--- src/rtl/alu_link_pkg.sv ---
// Shared definitions for the UART ALU byte link: widths, initiator states and opcodes
// understood by the ALU interface FSM.
package alu_link_pkg;

  localparam int unsigned NB_DATA = 8;
  localparam int unsigned NB_OP   = 6;

  typedef enum logic [2:0] {
    StIdle    = 3'd0,
    StFlush   = 3'd1,
    StSendOp  = 3'd2,
    StSendA   = 3'd3,
    StSendB   = 3'd4,
    StWaitRes = 3'd5,
    StDone    = 3'd6
  } state_e;

  localparam logic [NB_OP-1:0] OpAdd = 6'h20;
  localparam logic [NB_OP-1:0] OpSub = 6'h22;
  localparam logic [NB_OP-1:0] OpAnd = 6'h24;
  localparam logic [NB_OP-1:0] OpOr  = 6'h25;
  localparam logic [NB_OP-1:0] OpXor = 6'h26;
  localparam logic [NB_OP-1:0] OpNor = 6'h27;
  localparam logic [NB_OP-1:0] OpSra = 6'h03;
  localparam logic [NB_OP-1:0] OpSrl = 6'h02;

endpackage

--- src/rtl/alu_cmd_initiator_wait_timer.sv ---
// Saturating wait counter: clear/enable, flags when the count reaches LIMIT-1.
module wait_timer #(
  parameter int unsigned LIMIT = 1000000
) (
  input  logic i_clk,
  input  logic i_reset,
  input  logic clear_i,
  input  logic en_i,
  output logic expired_o
);

  localparam int unsigned CntW = (LIMIT > 1) ? $clog2(LIMIT) : 1;
  localparam logic [CntW-1:0] LastCnt = CntW'(LIMIT - 1);

  logic [CntW-1:0] cnt_q, cnt_d;

  assign expired_o = (cnt_q == LastCnt);

  always_comb begin
    cnt_d = cnt_q;
    if (clear_i) begin
      cnt_d = '0;
    end else if (en_i && !expired_o) begin
      cnt_d = cnt_q + CntW'(1);
    end
  end

  always_ff @(posedge i_clk) begin
    if (i_reset) begin
      cnt_q <= '0;
    end else begin
      cnt_q <= cnt_d;
    end
  end

endmodule

--- src/rtl/alu_cmd_initiator.sv ---
// Link initiator: flushes stale RX bytes, sends opcode/A/B to the TX FIFO, then waits
// (bounded) for the single result byte from the RX FIFO.
module alu_cmd_initiator
  import alu_link_pkg::*;
#(
  parameter int unsigned NB_DATA        = alu_link_pkg::NB_DATA,
  parameter int unsigned NB_OP          = alu_link_pkg::NB_OP,
  parameter int unsigned TIMEOUT_CYCLES = 1000000
) (
  input  logic               i_clk,
  input  logic               i_reset,
  input  logic               i_start,
  input  logic [NB_OP-1:0]   i_op,
  input  logic [NB_DATA-1:0] i_data_a,
  input  logic [NB_DATA-1:0] i_data_b,
  input  logic               i_tx_full,
  output logic               o_tx_write,
  output logic [NB_DATA-1:0] o_tx_writedata,
  input  logic               i_rx_empty,
  input  logic [NB_DATA-1:0] i_rx_readdata,
  output logic               o_rx_read,
  output logic [NB_DATA-1:0] o_result,
  output logic               o_done,
  output logic               o_timeout,
  output logic               o_busy,
  output logic [2:0]         o_state
);

  state_e             state_q, state_d;
  logic [NB_OP-1:0]   op_q, op_d;
  logic [NB_DATA-1:0] a_q, a_d;
  logic [NB_DATA-1:0] b_q, b_d;
  logic [NB_DATA-1:0] result_q, result_d;
  logic               done_q, timeout_q, timeout_d, busy_q;
  logic               wait_first_q;
  logic               expired;

  // The counter is cleared during the first WAIT_RES cycle, so the limit is hit
  // TIMEOUT_CYCLES cycles after entry and DONE follows one cycle later.
  wait_timer #(
    .LIMIT(TIMEOUT_CYCLES)
  ) u_wait_timer (
    .i_clk    (i_clk),
    .i_reset  (i_reset),
    .clear_i  ((state_q != StWaitRes) || wait_first_q),
    .en_i     (i_rx_empty),
    .expired_o(expired)
  );

  always_comb begin
    state_d        = state_q;
    op_d           = op_q;
    a_d            = a_q;
    b_d            = b_q;
    result_d       = result_q;
    timeout_d      = timeout_q;
    o_tx_write     = 1'b0;
    o_tx_writedata = '0;
    o_rx_read      = 1'b0;
    unique case (state_q)
      StIdle: begin
        if (i_start) begin
          op_d      = i_op;
          a_d       = i_data_a;
          b_d       = i_data_b;
          timeout_d = 1'b0;
          state_d   = StFlush;
        end
      end
      StFlush: begin
        o_rx_read = ~i_rx_empty;
        if (i_rx_empty) state_d = StSendOp;
      end
      StSendOp: begin
        o_tx_write     = ~i_tx_full;
        o_tx_writedata = NB_DATA'(op_q);
        if (!i_tx_full) state_d = StSendA;
      end
      StSendA: begin
        o_tx_write     = ~i_tx_full;
        o_tx_writedata = a_q;
        if (!i_tx_full) state_d = StSendB;
      end
      StSendB: begin
        o_tx_write     = ~i_tx_full;
        o_tx_writedata = b_q;
        if (!i_tx_full) state_d = StWaitRes;
      end
      StWaitRes: begin
        o_rx_read = ~i_rx_empty;
        // A byte present on the limit cycle takes priority over the timeout.
        if (!i_rx_empty) begin
          result_d = i_rx_readdata;
          state_d  = StDone;
        end else if (expired) begin
          timeout_d = 1'b1;
          state_d   = StDone;
        end
      end
      StDone:  state_d = StIdle;
      default: state_d = StIdle;
    endcase
  end

  always_ff @(posedge i_clk) begin
    if (i_reset) begin
      state_q      <= StIdle;
      op_q         <= '0;
      a_q          <= '0;
      b_q          <= '0;
      result_q     <= '0;
      done_q       <= 1'b0;
      timeout_q    <= 1'b0;
      busy_q       <= 1'b0;
      wait_first_q <= 1'b0;
    end else begin
      state_q      <= state_d;
      op_q         <= op_d;
      a_q          <= a_d;
      b_q          <= b_d;
      result_q     <= result_d;
      done_q       <= (state_d == StDone);
      timeout_q    <= timeout_d;
      busy_q       <= (state_d != StIdle);
      wait_first_q <= (state_d == StWaitRes) && (state_q != StWaitRes);
    end
  end

  assign o_result  = result_q;
  assign o_done    = done_q;
  assign o_timeout = timeout_q;
  assign o_busy    = busy_q;
  assign o_state   = state_q;

endmodule

--- config.mk ---
export PLATFORM = sky130hd
export DESIGN_NAME = alu_cmd_initiator
export DESIGN_NICKNAME = d
export VERILOG_FILES = /design/src/rtl/alu_link_pkg.sv /design/src/rtl/alu_cmd_initiator_wait_timer.sv /design/src/rtl/alu_cmd_initiator.sv
export SDC_FILE = /design/constraint.sdc
export NUM_CORES = 1
export LEC_CHECK = 0
export BUFFER_PORTS_ARGS = -buffer_cell sky130_fd_sc_hd__buf_4
export CORE_ASPECT_RATIO = 0.75
export CORE_UTILIZATION = 49
export DETAILED_ROUTE_END_ITERATION = 10
export PLACE_DENSITY_LB_ADDON = 0.25
export SETUP_SLACK_MARGIN = 0.15
export SLEW_MARGIN = 20
export SYNTH_ARGS = -nofsm -noshare
export SYNTH_HDL_FRONTEND = slang
export SYNTH_SLANG_ARGS = --single-unit
--- constraint.sdc ---
create_clock -name i_clk -period 4.9 [get_ports i_clk]
set_input_delay 0 -clock i_clk [delete_from_list [all_inputs] [get_ports i_clk]]
set_output_delay 0 -clock i_clk [all_outputs]
set_load 0.01 [all_outputs]
Yosys cells after proc, flatten, opt, wreduce, memory -nomap -nowiden. Cells that the tools add are included.

Register bits: 57. Word-level logic and storage cells: 53.

Add/sub/neg operators: 1. Equality and inequality tests: 12. Multiplexer cells: 15. Bitwise operators: 2. Reduce and logical (&&, ||, !) cells: 13.

Operators with widths (number): $pmux W8 S3 (1); $mux W3 (7); $add A20 B1 Y20 const B (1); $eq A20 B20 Y1 const B (1); $pmux W3 S6 (1); $eq A3 B3 Y1 const B (4); $eq A3 B2 Y1 const B (2); $mux W1 (5); $ne A2 B2 Y1 const B (2); $reduce_and A2 Y1 (2); $reduce_and A4 Y1 (1); $reduce_or A2 Y1 (2); $eq A3 B1 Y1 const B (1); $logic_not A3 Y1 (1); $ne A3 B3 Y1 const B (1); $reduce_bool A3 Y1 (1); $reduce_or A3 Y1 (1); $logic_and A1 B1 Y1 (2); $ne A2 B1 Y1 const B (1); $not A1 Y1 (2); $pmux W1 S2 (1); $reduce_bool A2 Y1 (1); $logic_not A1 Y1 (1); $logic_or A1 B1 Y1 (1).

Longest topological paths before layout. Gate-level depths: netlist of run 1.

Depth in word-level cells: 6. Mapped depth: 6. Gate-level depth less buffers: 5.

Cells and area by module. From an unflattened synthesis of run 1, not the netlist that was laid out.

Cell total of the unflattened synthesis: 303. Area, all modules: 2598.7 um^2.

Modules (own cells, without submodules): alu_cmd_initiator (times used 1, cells each 189, area an instance 1600.3 um^2); wait_timer (times used 1, cells each 114, area an instance 998.5 um^2).

Least setup slack after synthesis of run 1. No wires, ideal clock.

Kind: register to register. Start point: register state_q[2] (netlist: o_state[2]). End point: register u_wait_timer.cnt_q[7]. Setup time: 0.060 ns. Data arrival time: 1.575 ns. Required time: 4.840 ns. Path slack: 3.266 ns. Stages on the path, launching flop included: 6. Path buffers: 1. Period minus slack after synthesis: 1.634 ns. Cell sequence: dfxtp_1 > nand3b_2 > or2_1 > buf_2 > or4_1 > nand2_1.

Longest elaborated chain between the ends: 3.

Ends and longest elaborated chain: start, declared (line alu_cmd_initiator.sv:29) `state_e state_q, state_d;`; start signal, assigned (line alu_cmd_initiator.sv:107) `state_q <= StIdle;`; start signal, assigned (line alu_cmd_initiator.sv:117) `state_q <= state_d;`; $ne A3 B3 Y1 (line alu_cmd_initiator.sv:45) `.clear_i ((state_q != StWaitRes) || wait_first_q),`; $logic_or A1 B1 Y1 (line alu_cmd_initiator.sv:45); $reduce_or A2 Y1 (no line); end signal, assigned (line alu_cmd_initiator_wait_timer.sv:32) `cnt_q <= cnt_d;`; end, declared (line alu_cmd_initiator_wait_timer.sv:15) `logic [CntW-1:0] cnt_q, cnt_d;`.

Every way passes these cells. A chain may end at the register's enable or synchronous reset.

Worst setup path after layout of run 1.
Start point: register state_q[0] (netlist: o_state[0]). End point: register u_wait_timer.cnt_q[9].

The elaborated chain is that of the path after synthesis.

==> impl_metrics.csv, run 1 <==
group,metric,value,unit
global_routing,grt_pass1_wl,11500,um
drt,routedWlPerCell,14.8,um
synthesis,syn_nets,360,
synthesis,synth_ff_type,"dfxtp_1",
place,place_ws,2.46,ns
finish,utilization,71.3,%
synthesis,seq_area_frac_synth,43.0,%
place,detailed_place_hpwl,4390,um
clocking,htreeDepth,3,
drt,highest-signal-layer,"met4",
clocking,cts_sinks,57,
clocking,numCtsBuffers,9,
sta,tightest_slew,1.01,ns
power_and_ir_drop,power.leakage,0.00137,uW
synthesis,yosys_warnings,0,
power_and_ir_drop,p_switching,257,uW
critical_path,arrival,2.76,ns
drt,firstDrtPassIters,4,
finish,final_area,3590,um^2
clocking,insertion_delay,0.34,ns
worst_hold_path,hp-class,"primary input to flip-flop",
critical_path,startpoint_type,"flip-flop",
drt,ant_nets,0,
synthesis,ys_ff_latch,57,
drt,finalWirelength,7120,um
global_routing,grt_max_degree,37,
critical_path,max_stage_delay,0.92,ns
clocking,cts_buffer_depth,2,
drt,drc_errors,0,
power_and_ir_drop,seqPwrFrac,44.9,%
global_routing,overflow,0,
synthesis,synth_top_cell_by_area,"dfxtp_1",
finish,syn2layout_area_growth,35.4,%
critical_path,worst_ep_required_time,5.18,ns
sta,max_freq,0.403,GHz
floorplan,io_pins,59,
place,placed_cell_area,3060,um^2
sta,finalSetupViolations,0,
sta,period_share,50.6,%
global_routing,grt_pass1_vias,2442,
sta,fin_setup_tns,0,ns
finish,nets,441,
critical_path,endpoint_kind,"flip-flop",
drt,viasPerCell,5.51,
synthesis,async_flop_share,0,%
drt,vias,2656,
synthesis,netlist_area,2650,um^2
sta,final_hold_viol_count,0,
power_and_ir_drop,p_int,858,uW
clocking,clk_pin_slew,0.07,ns
floorplan,dieArea,5720,um^2
sta,slew_headroom,32.1,%
synthesis,synth_edf_count,0,
floorplan,start_util,52.7,%
critical_path,crit_path_max_fanout,22,
sta,drv_slew,0,
power_and_ir_drop,power_frac_comb,10.7,%
clocking,cts_root_buf,"clkbuf_8",
floorplan,die_w,87.0,um
job,maxCapViolCount,0,
clocking,cts_setup_buffers,0,
power_and_ir_drop,p_per_area,310,nW/um^2
synthesis,ys_top_cells_by_area,"dfxtp_1, nand2_1, a21oi_1, mux2i_1, o21ai_0",
power_and_ir_drop,clkPwrFrac,44.5,%
finish,antenna_cells,0,
place,gp_congestion,0.802,
power_and_ir_drop,peakVddDrop,191,uV
synthesis,synthDistinctLibCells,53,
drt,wl_met3,545,um
clocking,cts_hold_buf,31,
global_routing,grt_use_total,26.8,%
synthesis,synth_top_area_share,43.0,%
clocking,cts_resized,0,
critical_path,worstPathCellList,"nand3b_2, or2_1, or4_1, nand2_1",
power_and_ir_drop,swShare,23.0,%
critical_path,critPathSlowestCell,"dfxtp_1",
sta,min_period,2.48,ns
drt,m1WireLength,3330,um
synthesis,avgSynthCellArea,8.19,um^2
status,status,"finished clean",
critical_path,critPathTopFamily,"simple AND/OR/NAND/NOR gates",
sta,rsz0062_at_grt,"false",
place,port_buffers,58,
global_routing,antenna_found_initial,0,
drt,drt-initial-drc-count,221,
synthesis,yosys.cell_count.top_type,"nand2_1",
synthesis,syn-instance-count,324,
drt,met2WireLength,3160,um
floorplan,rows,22,
floorplan,die_h,65.7,um
synthesis,ys_top_cells_by_count,"nand2_1, dfxtp_1, a21oi_1, o21ai_0, mux2i_1",
critical_path,crit_type,"flip-flop to flip-flop",
sta,clock-skew-final,0.00946,ns
finish,drive_above_1_share,19.8,%
sta,setup_ws,2.42,ns
floorplan,coreArea,5040,um^2
critical_path,path_buf_inv,0,
clocking,cts_tree,"done",
logic make-up after synthesis:
logic type                 share of synthesized area [%]
and+or+nand+nor                                     28.0
AOI/OAI and AO/OA                                   19.3
DFF                                                 43.0
buffers and inverters                               5.23
muxes                                               3.39
xor gates and xnor gates                           0.660
adders and majority gates                          0.471
placed cells by master (no fill, tap or decap), types with 2 or more instances in the layout:
master and count:
nand3_1 6, or2_1 2, o31ai_1 4, clkbuf_1 3, and3_1 4, dfxtp_1 57, o21ai_0 14, bufinv_16 2
a2111o_1 2, a41oi_1 2, nand2_1 84, clkbuf_8 11, a31oi_1 2, xor2_1 2, nand4_1 6, or4_1 6
o211ai_1 2, or3_1 8, a21oi_1 44, nor3_1 4, nor2b_1 3, mux2i_1 9, buf_4 58, nor2_1 8
a211oi_1 4, and4_1 2, dlygate4sd3_1 31, inv_1 5, a32o_1 2
tightest hold or removal path: stages:
cell,delay (ns)
buf_4,0.16
nand2_1,0.09
o211ai_1,0.08
nand2_1,0.05
sequential cells by signal, indices dropped and copies added (netlist names):
name	cells
a_q	8
b_q	8
o_busy	1
o_done	1
o_result	8
o_state	3
o_timeout	1
op_q	6
u_wait_timer.cnt_q	20
wait_first_q	1
final cells by class:
cell class	instances	area [um^2]
fillers	407	1450
multi-input cells	243	1370
flip-flops and latches	57	1140
repair buffers	89	746
clock buffers	14	163
well taps	72	90.1
clock inverters	2	60.1
inverters	5	18.8
path summary, 6_finish.rpt:
| kind | cells after the start | startpoint | slack, ns | to |
|---|---|---|---|---|
| worst min register to register | 2 | op_q[0] | 0.45 | op_q[0] |
| worst max-delay path | 4 | o_state[0] | 2.42 | u_wait_timer.cnt_q[9] |
| worst max register to register | 4 | o_state[0] | 2.42 | u_wait_timer.cnt_q[9] |
| worst min-delay path | 4 | i_rx_empty | 0.08 | u_wait_timer.cnt_q[7] |
power by group through the flow:
stage	clock network [uW]	registers, uW	logic [uW]
final	496	500	119
after detailed placement	0	509	95.8
after floorplan	0	500	67.8
after global placement	0	508	94.1
after global routing	522	502	129
after CTS	501	499	116
through the flow:
| step | std cells | hold slack, ns | power [uW] |
|---|---|---|---|
| 2_1_floorplan | 324 | 0.0475 | 567 |
| 3_3_place_gp | 435 | 0.246 | 602 |
| 3_5_place_dp | 435 | 0.254 | 605 |
| 4_1_cts | 482 | 0.0642 | 1120 |
| 5_1_grt | 482 | 0.0864 | 1150 |
| 6_report | 482 | 0.0782 | 1110 |
routing by layer:
metal	vias up	global-route usage, %
li1	1324	-
met1	1233	35.2
met2	88	40.9
met3	11	8.42
met4	0	10.4
met5	-	0
Power figures use the tool's default switching activity.
==> inputs of run 2 (changes only) <==
--- a/config.mk
+++ b/config.mk
@@ -5,6 +5,7 @@
 export SDC_FILE = /design/constraint.sdc
 export NUM_CORES = 1
 export LEC_CHECK = 0
+export ABC_AREA = 1
 export BUFFER_PORTS_ARGS = -buffer_cell sky130_fd_sc_hd__buf_4
 export CORE_ASPECT_RATIO = 0.75
 export CORE_UTILIZATION = 49
==> constraint.sdc (replaced) <==
create_clock -name i_clk -period 2 [get_ports i_clk]
set_input_delay 0 -clock i_clk [delete_from_list [all_inputs] [get_ports i_clk]]
set_output_delay 0 -clock i_clk [all_outputs]
set_load 0.01 [all_outputs]
==> impl_metrics.csv, run 2 <==
group,metric,value,unit
status,status,"finished clean",
sta,clock-skew-final,0.00962,ns
clocking,cts_root_buf,"clkbuf_8",
critical_path,crit_path_max_fanout,11,
power_and_ir_drop,peakVddDrop,526,uV
global_routing,antenna_found_initial,0,
finish,antenna_cells,0,
critical_path,r2r_setup_slack,0.33,ns
critical_path,reg2reg_to,"u_wait_timer.cnt_q[12]",
job,maxCapViolCount,0,
sta,rsz0062_at_grt,"false",
finish,nets,549,
worst_hold_path,hold-path-endpoint,"o_state[2]",
worst_hold_path,hp-start,"i_tx_full",
floorplan,die_w,90.5,um
critical_path,worstPathCellList,"ha_2, nand3_2, nor2_4, nand3_4, nand2_4, buf_4, nand2_1, a21oi_2",
clocking,cts_setup_buffers,0,
synthesis,syn_nets,456,
synthesis,ys_top_cells_by_count,"nand2_1, nor2_1, dfxtp_1, o21ai_0",
floorplan,io_pins,59,
critical_path,max_stage_delay,0.38,ns
clocking,numCtsBuffers,9,
power_and_ir_drop,power.leakage,0.00160,uW
global_routing,overflow,0,
critical_path,critPathSlowestCell,"dfxtp_1",
critical_path,r2r_start,"u_wait_timer.cnt_q[1]",
drt,ant_nets,0,
synthesis,syn-instance-count,420,
floorplan,start_util,52.3,%
drt,routedWlPerCell,12.6,um
sta,tightest_slew,0.507,ns
drt,drc_errors,0,
critical_path,worst_ep_required_time,2.27,ns
synthesis,seq_area_frac_synth,39.7,%
synthesis,ys_ff_latch,57,
finish,largest_register,"u_wait_timer.cnt_q",
sta,min_period,1.67,ns
clocking,cts_buffer_depth,2,
critical_path,critPathTopFamily,"simple AND/OR/NAND/NOR gates",
drt,vias,2979,
floorplan,rows,23,
sta,max_freq,0.597,GHz
power_and_ir_drop,p_per_area,694,nW/um^2
global_routing,grt_pass1_vias,2603,
synthesis,ys_top_cells_by_area,"dfxtp_1, nand2_1, nor2_1, o21ai_0, nand3_1",
sta,finalSetupViolations,0,
drt,drt-initial-drc-count,224,
critical_path,path_buf_inv,1,
finish,seqCellArea,1140,um^2
global_routing,grt_pass1_wl,12100,um
clocking,cts_tree,"done",
synthesis,synth_ff_type,"dfxtp_1",
global_routing,grt_max_degree,23,
drt,firstDrtPassIters,5,
finish,final_cell_mix,"nand2_1, nor2_1, buf_4",
finish,multi_input_area,1540,um^2
sta,period_share,83.7,%
synthesis,yosys_warnings,0,
place,port_buffers,58,
synthesis,async_flop_share,0,%
synthesis,synth_top_area_share,39.7,%
synthesis,netlist_area,2880,um^2
power_and_ir_drop,p_total,2690,uW
clocking,cts_sinks,57,
synthesis,avgSynthCellArea,6.85,um^2
global_routing,grt_use_total,25.5,%
critical_path,arrival,1.95,ns
floorplan,die_h,68.4,um
clocking,clk_pin_slew,0.06,ns
finish,syn2layout_area_growth,34.8,%
floorplan,coreArea,5500,um^2
critical_path,crit_type,"flip-flop to flip-flop",
sta,final_hold_viol_count,0,
clocking,htreeDepth,3,
sta,fin_setup_tns,0,ns
clocking,insertion_delay,0.34,ns
worst_hold_path,hold_path_depth,4,
place,gp_congestion,0.908,
worst_hold_path,hp-class,"primary input to flip-flop",
sta,drv_slew,0,
place,detailed_place_hpwl,5120,um
critical_path,endpoint_kind,"flip-flop",
floorplan,dieArea,6180,um^2
synthesis,synth_top_cell_by_area,"dfxtp_1",
finish,largest_register_ffs,20,
critical_path,startpoint_type,"flip-flop",
synthesis,synth_edf_count,0,
synthesis,yosys.cell_count.top_type,"nand2_1",
synthesis,synthDistinctLibCells,34,
drt,finalWirelength,7470,um
finish,final_common_cell,"nand2_1",
drt,viasPerCell,5.03,
finish,drive_above_1_share,21.1,%
critical_path,r2r_cells,8,
finish,n_fill_cell,438,
sta,slew_headroom,66.2,%
## run 2: cell count changes in the layout (fill, tap and decap cells not counted), sizes merged, moves of 9 or more
cell   delta
mux2i     -9
o21ai    +16
inv      +25
nand3    +21
nand2    +26
xor2      +9
a21oi    -24
nor2     +91
## run 2: logic make-up (layout without fill, tap and decap cells)
kind of cell | count (synthesis) | count (layout) | synth area share (%)
AND/OR/NAND/NOR | 249 | 249 | 37.2
AO/OA/AOI/OAI | 57 | 57 | 11.8
flip-flops | 57 | 57 | 39.7
buffers and inverters | 43 | 140 | 6.92
XOR/XNOR | 13 | 13 | 3.96
adder cells (fa/ha/maj) | 1 | 1 | 0.435
## run 2: how the worst max path moves through the flow
stage	startpoint	endpoint	depth (start not counted)
floorplan	u_wait_timer.cnt_q[0]	u_wait_timer.cnt_q[7]	9
global placement	u_wait_timer.cnt_q[0]	u_wait_timer.cnt_q[8]	8
finish	u_wait_timer.cnt_q[1]	u_wait_timer.cnt_q[12]	8
global route	u_wait_timer.cnt_q[0]	u_wait_timer.cnt_q[5]	8
detailed placement	u_wait_timer.cnt_q[0]	u_wait_timer.cnt_q[7]	8
CTS	u_wait_timer.cnt_q[0]	u_wait_timer.cnt_q[10]	8
## run 2: metrics by stage
step           setup WS (ns)  hold slack [ns]  util, %  instances  area, um^2
6_report               0.325           0.0538     70.5        592        3880
5_1_grt                0.169           0.0947     70.5        592        3880
4_1_cts                0.241           0.0433     70.5        592        3870
3_5_place_dp           0.261            0.200     61.1        545        3360
3_3_place_gp           0.324            0.198     61.1        545        3360
2_1_floorplan          0.416           0.0441        -        420        2880
## run 2: final cells by class
type                    count  area share [%]
clock buffers              12            4.00
clock inverters             3            1.03
inverters                  30            2.91
multi-input cells         320            39.7
flip-flops and latches     57            29.5
well taps                  75            2.42
repair buffers             95            20.5
## run 2: repair_timing
item / CTS / global route
endpoints found under the setup margin: 0 / 22
hold endpoints to repair: 31 / 0
hold buffers: 32 / 0
resized for setup: 0 / 3
## run 2: metal layers
| metal | global-route usage, % | share of wire (%) | wire (um) | vias up |
|---|---|---|---|---|
| met3 | 7.22 | 6.6 | 495 | 11 |
| met5 | 0 | 0 | 0 | - |
| li1 | - | - | - | 1530 |
| met2 | 40.0 | 44 | 3290 | 103 |
| met4 | 9.27 | 1.1 | 84 | 0 |
| met1 | 33.8 | 48 | 3600 | 1335 |
## run 2: report_power, final
group / switching, uW / internal (uW) / leakage [uW]
clock network: 447 / 632 / 0.000102
registers: 38.2 / 1200 / 0.000466
logic: 192 / 178 / 0.00103
total: 677 / 2010 / 0.00160
## run 2: worst min-delay path: stages
cell      delay [ns]
buf_4           0.10
o211ai_1        0.10
nand2_1         0.10
inv_1           0.04
==> inputs of run 3 (changes only) <==
==> constraint.sdc (replaced) <==
create_clock -name i_clk -period 1.5 [get_ports i_clk]
set_input_delay 0 -clock i_clk [delete_from_list [all_inputs] [get_ports i_clk]]
set_output_delay 0 -clock i_clk [all_outputs]
set_load 0.01 [all_outputs]
==> impl_metrics.csv, run 3 (same netlist as run 2, synthesis figures left out) <==
group,metric,value,unit
status,status,"finished, violations left",
status,violations,"DRC, setup timing",
global_routing,grt_use_total,30.0,%
critical_path,r2r_start,"u_wait_timer.cnt_q[19]",
sta,slew_headroom,77.8,%
clocking,cts_root_buf,"clkbuf_8",
finish,multi_input_area,1820,um^2
power_and_ir_drop,swShare,28.8,%
finish,drive_above_1_share,39.2,%
global_routing,overflow,0,
critical_path,worstPathCellList,"inv_1, nor3_4, nand3_4, nand2_8, buf_8, nand2_1, a21oi_1",
clocking,htreeDepth,3,
critical_path,worstSetupEndpoint,"u_wait_timer.cnt_q[19]",
finish,final_common_cell,"nand2_1",
floorplan,dieArea,6180,um^2
clocking,cts_sinks,57,
sta,clock-skew-final,0.0181,ns
floorplan,rows,23,
critical_path,arrival,1.84,ns
sta,tightest_slew,0.331,ns
drt,drt-initial-drc-count,533,
power_and_ir_drop,p_switching,1100,uW
worst_hold_path,hp-class,"primary input to flip-flop",
sta,fin_setup_tns,-0.221,ns
power_and_ir_drop,clkPwrFrac,39.2,%
place,place_ws,0.00374,ns
critical_path,reg2reg_to,"u_wait_timer.cnt_q[19]",
critical_path,critPathSlowestCell,"dfxtp_1",
global_routing,grt_pass1_wl,14200,um
drt,viasPerCell,5.79,
drt,vias,3582,
clocking,clk_pin_slew,0.08,ns
floorplan,start_util,52.3,%
place,detailed_place_hpwl,5320,um
global_routing,antenna_found_initial,0,
finish,final_area,4500,um^2
clocking,cts_tree,"done",
power_and_ir_drop,seqPwrFrac,43.8,%
sta,rsz0062_at_grt,"true",
critical_path,worst_ep_required_time,1.77,ns
critical_path,crit_type,"flip-flop to flip-flop",
place,port_buffers,58,
finish,largest_register,"u_wait_timer.cnt_q",
place,dp.cells,556,
critical_path,r2r_cells,7,
power_and_ir_drop,p_per_area,844,nW/um^2
finish,final_cells,619,
sta,final_hold_viol_count,0,
finish,largest_register_ffs,20,
power_and_ir_drop,p_int,2710,uW
finish,syn2layout_area_growth,56.6,%
power_and_ir_drop,power.leakage,0.00190,uW
clocking,numCtsBuffers,9,
global_routing,grt_max_degree,26,
power_and_ir_drop,peakVddDrop,668,uV
sta,finalSetupViolations,5,
floorplan,coreArea,5500,um^2
sta,period_share,105,%
place,placed_cell_area,3480,um^2
sta,setup_ws,-0.0694,ns
place,gp_congestion,0.924,
floorplan,die_w,90.5,um
critical_path,endpoint_kind,"flip-flop",
finish,nets,575,
critical_path,startpoint_type,"flip-flop",
sta,min_period,1.57,ns
global_routing,grt_pass1_vias,3029,
sta,max_freq,0.637,GHz
drt,ant_nets,0,
finish,antenna_cells,0,
clocking,insertion_delay,0.36,ns
job,maxCapViolCount,0,
critical_path,crit_path_max_fanout,7,
drt,finalWirelength,11400,um
drt,firstDrtPassIters,11,
floorplan,io_pins,59,
finish,final_cell_mix,"nand2_1, nor2_1, buf_4",
critical_path,max_stage_delay,0.41,ns
drt,drc_errors,4,
finish,n_fill_cell,293,
critical_path,cp-startpoint,"u_wait_timer.cnt_q[19]",
finish,seqCellArea,1190,um^2
drt,routedWlPerCell,18.4,um
floorplan,die_h,68.4,um
power_and_ir_drop,power_frac_comb,17.0,%
critical_path,r2r_setup_slack,-0.07,ns
clocking,cts_buffer_depth,2,
sta,drv_slew,0,
run 3: per-layer routing:
layer  vias up  track usage, %  share of wire, %
met2       268            51.2                47
met3        94            9.00                10
met5         -               0                 0
met4         0            10.3               5.6
met1      1635            36.6                38
li1       1585               -                 -
run 3: power by group through the flow:
stage | Clock, uW | Combinational [uW] | Sequential [uW]
finish | 1490 | 648 | 1670
floorplan | 0 | 249 | 1680
CTS | 1440 | 536 | 1660
global route | 1560 | 692 | 1670
global placement | 0 | 430 | 1680
detailed placement | 0 | 443 | 1690
run 3: per-stage QoR:
stage | utilization [%] | power [uW] | hold slack [ns]
detailed placement | 63.3 | 2130 | 0.199
floorplan | - | 1930 | 0.0441
CTS | 76.1 | 3630 | 0.0288
finish | 81.9 | 3800 | 0.0613
global placement | 63.3 | 2110 | 0.198
global route | 81.9 | 3930 | 0.0889
run 3: worst min-delay path by stage:
stage                                  end  startpoint  cells past startpoint  slack, ns
global route        u_wait_timer.cnt_q[16]  i_rx_empty                      4       0.09
finish                           o_timeout     i_start                      5       0.06
CTS                 u_wait_timer.cnt_q[18]  i_rx_empty                      4       0.03
detailed placement            wait_first_q     i_reset                      2       0.20
global placement              wait_first_q     i_reset                      2       0.20
floorplan                       o_tx_write   i_tx_full                      1       0.04
run 3: area by class of cell:
cell class	instances	area share, %
Sequential cell	57	26.4
Tap cell	75	2.08
Clock inverter	5	1.22
Inverter	30	3.25
Multi-Input combinational cell	320	40.5
Timing Repair Buffer	121	23.4
Clock buffer	11	3.14
run 3: critical path, delay by kind of cell (launching register included):
family / cells / cell delay (ns)
buffers and inverters: 2 / 0.29
AND/OR/NAND/NOR: 4 / 0.60
flip-flops: 1 / 0.41
AO/OA/AOI/OAI: 1 / 0.17
run 3: what timing repair did:
item | in CTS | in global routing
setup buffers | 8 | 5
gates resized for setup | 51 | 81
pin swaps | 14 | 33
endpoints found under the setup margin | 53 | 63
endpoints found under the hold margin | 31 | 0
cloned | 0 | 2
hold buffers | 32 | 0
